File: config.mk
export PLATFORM = sky130hd
export DESIGN_NAME = router_reg
export DESIGN_NICKNAME = d
export VERILOG_FILES = /design/src/rtl/router_reg.sv
export SDC_FILE = /design/constraint.sdc
export NUM_CORES = 1
export LEC_CHECK = 0
export CORE_UTILIZATION = 55
export CTS_CLUSTER_SIZE = 28
export DETAILED_ROUTE_END_ITERATION = 16
export GPL_ROUTABILITY_DRIVEN = 0
export GPL_TIMING_DRIVEN = 0
export PLACE_DENSITY = 0.81
export SLEW_MARGIN = 20
export SYNTH_ARGS = -nofsm -noshare
export SYNTH_HDL_FRONTEND = slang
export SYNTH_SLANG_ARGS = --single-unit
File: constraint.sdc
create_clock -name clock -period 2.05 [get_ports clock]
set_input_delay 0.5125 -clock clock [delete_from_list [all_inputs] [get_ports clock]]
set_output_delay 0.5125 -clock clock [all_outputs]
set_load 0.005 [all_outputs]
File: src/rtl/router_reg.sv
// Datapath register block of the 1x3 packet router: header latch, byte forwarding,
// FIFO-full byte parking and running XOR parity check. Optional macro: ROUTER_REG_ERR_STICKY_EN.
module router_reg (
    input  logic       clock,
    input  logic       resetn,
    input  logic       pkt_valid,
    input  logic [7:0] data_in,
    input  logic       fifo_full,
    input  logic       detect_add,
    input  logic       ld_state,
    input  logic       laf_state,
    input  logic       full_state,
    input  logic       lfd_state,
    input  logic       rst_int_reg,
    output logic       err,
    output logic       parity_done,
    output logic       low_packet_valid,
    output logic [7:0] dout
);

    logic [7:0] header_byte;
    logic [7:0] full_byte;
    logic [7:0] int_parity;
    logic [7:0] pkt_parity;

    // A header carrying the invalid address 2'b11 never replaces the stored one.
    always_ff @(posedge clock) begin
        if (resetn)
            header_byte <= '0;
        else if (detect_add && pkt_valid && (data_in[1:0] != 2'b11))
            header_byte <= data_in;
    end

    always_ff @(posedge clock) begin
        if (resetn)
            dout <= '0;
        else if (lfd_state)
            dout <= header_byte;
        else if (ld_state && !fifo_full)
            dout <= data_in;
        else if (laf_state)
            dout <= full_byte;
    end

    // Byte parked while the FIFO is full, replayed in LOAD_AFTER_FULL.
    always_ff @(posedge clock) begin
        if (resetn)
            full_byte <= '0;
        else if (ld_state && fifo_full)
            full_byte <= data_in;
    end

    always_ff @(posedge clock) begin
        if (resetn)
            int_parity <= '0;
        else if (detect_add)
            int_parity <= '0;
        else if (lfd_state)
            int_parity <= int_parity ^ header_byte;
        else if (ld_state && pkt_valid && !full_state)
            int_parity <= int_parity ^ data_in;
    end

    always_ff @(posedge clock) begin
        if (resetn)
            pkt_parity <= '0;
        else if (detect_add)
            pkt_parity <= '0;
        else if (ld_state && !pkt_valid)
            pkt_parity <= data_in;
    end

    always_ff @(posedge clock) begin
        if (resetn)
            parity_done <= 1'b0;
        else if (detect_add)
            parity_done <= 1'b0;
        else if ((ld_state && !fifo_full && !pkt_valid) ||
                 (laf_state && low_packet_valid && !parity_done))
            parity_done <= 1'b1;
    end

    // Clear request wins over a same-cycle set.
    always_ff @(posedge clock) begin
        if (resetn)
            low_packet_valid <= 1'b0;
        else if (rst_int_reg)
            low_packet_valid <= 1'b0;
        else if (ld_state && !pkt_valid)
            low_packet_valid <= 1'b1;
    end

`ifdef ROUTER_REG_ERR_STICKY_EN
    always_ff @(posedge clock) begin
        if (resetn)
            err <= 1'b0;
        else if (err)
            err <= 1'b1;
        else if (detect_add)
            err <= 1'b0;
        else if (parity_done)
            err <= (int_parity != pkt_parity);
    end
`else
    always_ff @(posedge clock) begin
        if (resetn)
            err <= 1'b0;
        else if (detect_add)
            err <= 1'b0;
        else if (parity_done)
            err <= (int_parity != pkt_parity);
    end
`endif

endmodule

==> results by group <==
Place
  – Port Buffers: 26
  – Detailed Place HPWL: 3082 microns
  – Post-Place Cells: between 200 and 300
  – Setup WS pre-CTS: about 18 ps

Timing
  – Worst slew pin tran: between 600 and 700 ps
  – Final Hold Violating Endpoints: 0
  – Tcrit/Tclk final: 88.01%
  – Final Critical Period: 1804 ps
  – Pins Over Slew Limit: 0
  – Setup TNS: 0 ps
  – Worst Skew: 1.686 ps
  – # setup viols final: 0
  – RSZ-0062 raised after global routing: false
  – Fmax: between 500 and 600 MHz
  – Final worst slack: 245.7 ps
  – Slew headroom: between 50% and 60%

Floorplan
  – Placeable Area: approximately 3300 sq um
  – I/O pin count: 29
  – Initial core utilization: 57.41%
  – Die width: between 60 and 70 microns
  – Die Height: between 60 and 70 microns
  – Die area: approximately 3700 sq um
  – Cell Rows: 21

Setup path
  – CP cell instances: clkdlybuf4s50_1
  – RR Startpoint: int_parity[1]
  – CP required: between 1500 and 2000 ps
  – Reg2reg end: err
  – CP Class: reg -> out
  – Setup slack, reg-to-reg: a little over 900 ps
  – Critical Path End Type: output pin
  – Buf/Inv on CP: 1
  – Slowest cell on the critical path: clkdlybuf4s50_1
  – Worst Reg-to-Reg Cells: 4
  – Crit path DAT: between 1000 and 1500 ps
  – Critical path launch point type: flop
  – CP peak stage delay: 520 ps
  – Crit Path Max Fanout: 4
  – Crit-path leading delay family: buffers and inverters

Clock network
  – Clock Path Buffers: 2
  – CTS Root Cell: clkbuf_4
  – Clk_lat worst skew: approximately 360 ps
  – Clk slew on worst S/H paths: roughly 130 ps
  – Postcts setup bufs: 0
  – Sinks on the clock net: 43
  – TritonCTS clock tree: yes
  – TritonCTS buffer count: 5
  – CTS Hold Bufs: 0
  – PostCTS Resize Cnt: 0
  – H-Tree Depth: 2

Routing
  – DRC violations left: 0
  – Final wirelength: around 4300 microns
  – DR vias: 1628
  – Antenna-violating nets left: 0
  – Vias per inst: about 5.6
  – Drt wl/cell: approximately 15 microns
  – Drt first pass iters: 4
  – Detailed Route Iter0 Violations: between 60 and 70

Yosys
  – Synth area leaders: dfxtp_1, nand2_1, a21oi_1, a22oi_2, xor2_1
  – Yosys reg bits: 43
  – Mapped Nets: 231
  – Cell with the most instances after synthesis: dfxtp_1
  – Avg Cell Area, Syn: approximately 9.0 sq um
  – Primary FF master, synth: dfxtp_1
  – Synth async-reset ratio: 0%
  – Cell taking the most area after synthesis: dfxtp_1
  – Synthesized area: ~1900 sq um
  – Mapped Cells: roughly 210
  – Number of library cell types mapped by synthesis: 28
  – Share of the synthesized area in the top cell type: 44.94%
  – Top cells by instance count after synthesis: dfxtp_1, nand2_1, a21oi_1
  – Synth warn: 0
  – Post-synth EDFFs: 0
  – Post-synthesis sequential area ratio: 44.94%

Hold path
  – Hold path depth: 2
  – Hold Path Sink: dout[3]
  – Hold Startpoint: dout[3]
  – Worst Hold Class: reg -> reg

Power and ir drop
  – Leakage power: approximately 0.90 nW
  – Worst VDD drop: 0.6862 mV
  – PD cells: around 730 nW/um^2

Global routing
  – Vias in the first global route: 1503
  – Global-route wire length before repair: 6837 microns
  – Initial antenna violation count: 0
  – Grt ovf: 0
  – Largest net degree at the start of global routing: 14
  – Total track usage: between 20% and 30%

Final layout
  – Nets: 264
  – ANT cells: 0
  – Final core occ: 69.52%
  – Share of cells above drive strength 1: between 10 and 15%
  – Final std cells w/o fill: 293
  – Area grow syn2layout: 21.10%

Run status
  – Status: completed

Job
  – Max_cap viols: 0
## worst max-delay path by stage
stage	start	end	slack (ps)	depth (start not counted)
final	parity_done	parity_done	250	1
after CTS	parity_done	parity_done	240	1
after floorplan	fifo_full	dout[0]	690	4
after global placement	fifo_full	parity_done	20	6
after detailed placement	fifo_full	dout[0]	20	5
after global routing	parity_done	parity_done	180	1
## sequential cells by signal (all words and copies together), names as in the netlist
| signal | flops |
|---|---|
| dout | 8 |
| parity_done | 1 |
| int_parity | 8 |
| full_byte | 8 |
| header_byte | 8 |
| err | 1 |
| pkt_parity | 8 |
| low_packet_valid | 1 |
## per-stage QoR
stage	instance area, sq um	hold WS, ps	total power [mW]
CTS	2320	465.0	1.700
global route	2320	483.0	1.763
floorplan	1916	436.9	1.039
finish	2320	461.2	1.694
global placement	2233	441.5	1.137
detailed placement	2233	447.6	1.142
## cells by family after synthesis
kind of cell | after synthesis | synth area share, %
flops | 43 | 44.94
simple gates | 80 | 19.73
buf+inv | 15 | 3.919
mux | 8 | 4.180
xor+xnor | 16 | 7.315
compound gates | 51 | 19.92
## where the power goes
part	internal (mW)	switching (mW)	total, mW	leakage, nW
clock network	0.288	0.280	0.568	0.0482
registers	0.869	0.0212	0.890	0.351
logic	0.113	0.122	0.235	0.504
## final cells by class
class | count | area (sq um)
Sequential cell | 43 | 860.8
Fill cell | 311 | 1017
Clock inverter | 2 | 35.03
Timing Repair Buffer | 26 | 260.3
Multi-Input combinational cell | 155 | 979.7
Clock buffer | 6 | 51.30
Tap cell | 46 | 57.56
Buffer | 15 | 75.07
## cell usage in the layout, fill, tap and decap left out, types with 2 or more instances in the layout
cell type and instances:
dfxtp_1 43, nand2_1 34, clkdlybuf4s50_1 26, a21oi_1 24, nor2_1 19, xor2_1 11, buf_2 9, nand2b_1 9
mux2i_1 8, a211o_1 8, o311ai_1 8, nand3_1 8, a22oi_2 8, xnor2_1 5, clkbuf_4 5, clkbuf_1 3
nor2b_1 2, buf_1 2
## per-layer routing
metal | share of wire, % | vias up | wire length, microns | track usage [%]
li1 | - | 808 | - | -
met2 | 49 | 35 | 2092 | 43.80
met1 | 46 | 776 | 1977 | 31.44
met4 | 1.4 | 0 | 60 | 8.766
met5 | 0 | - | 0 | 0
met3 | 3.6 | 9 | 156 | 6.723
No activity file was read; power rests on OpenSTA's default activity.
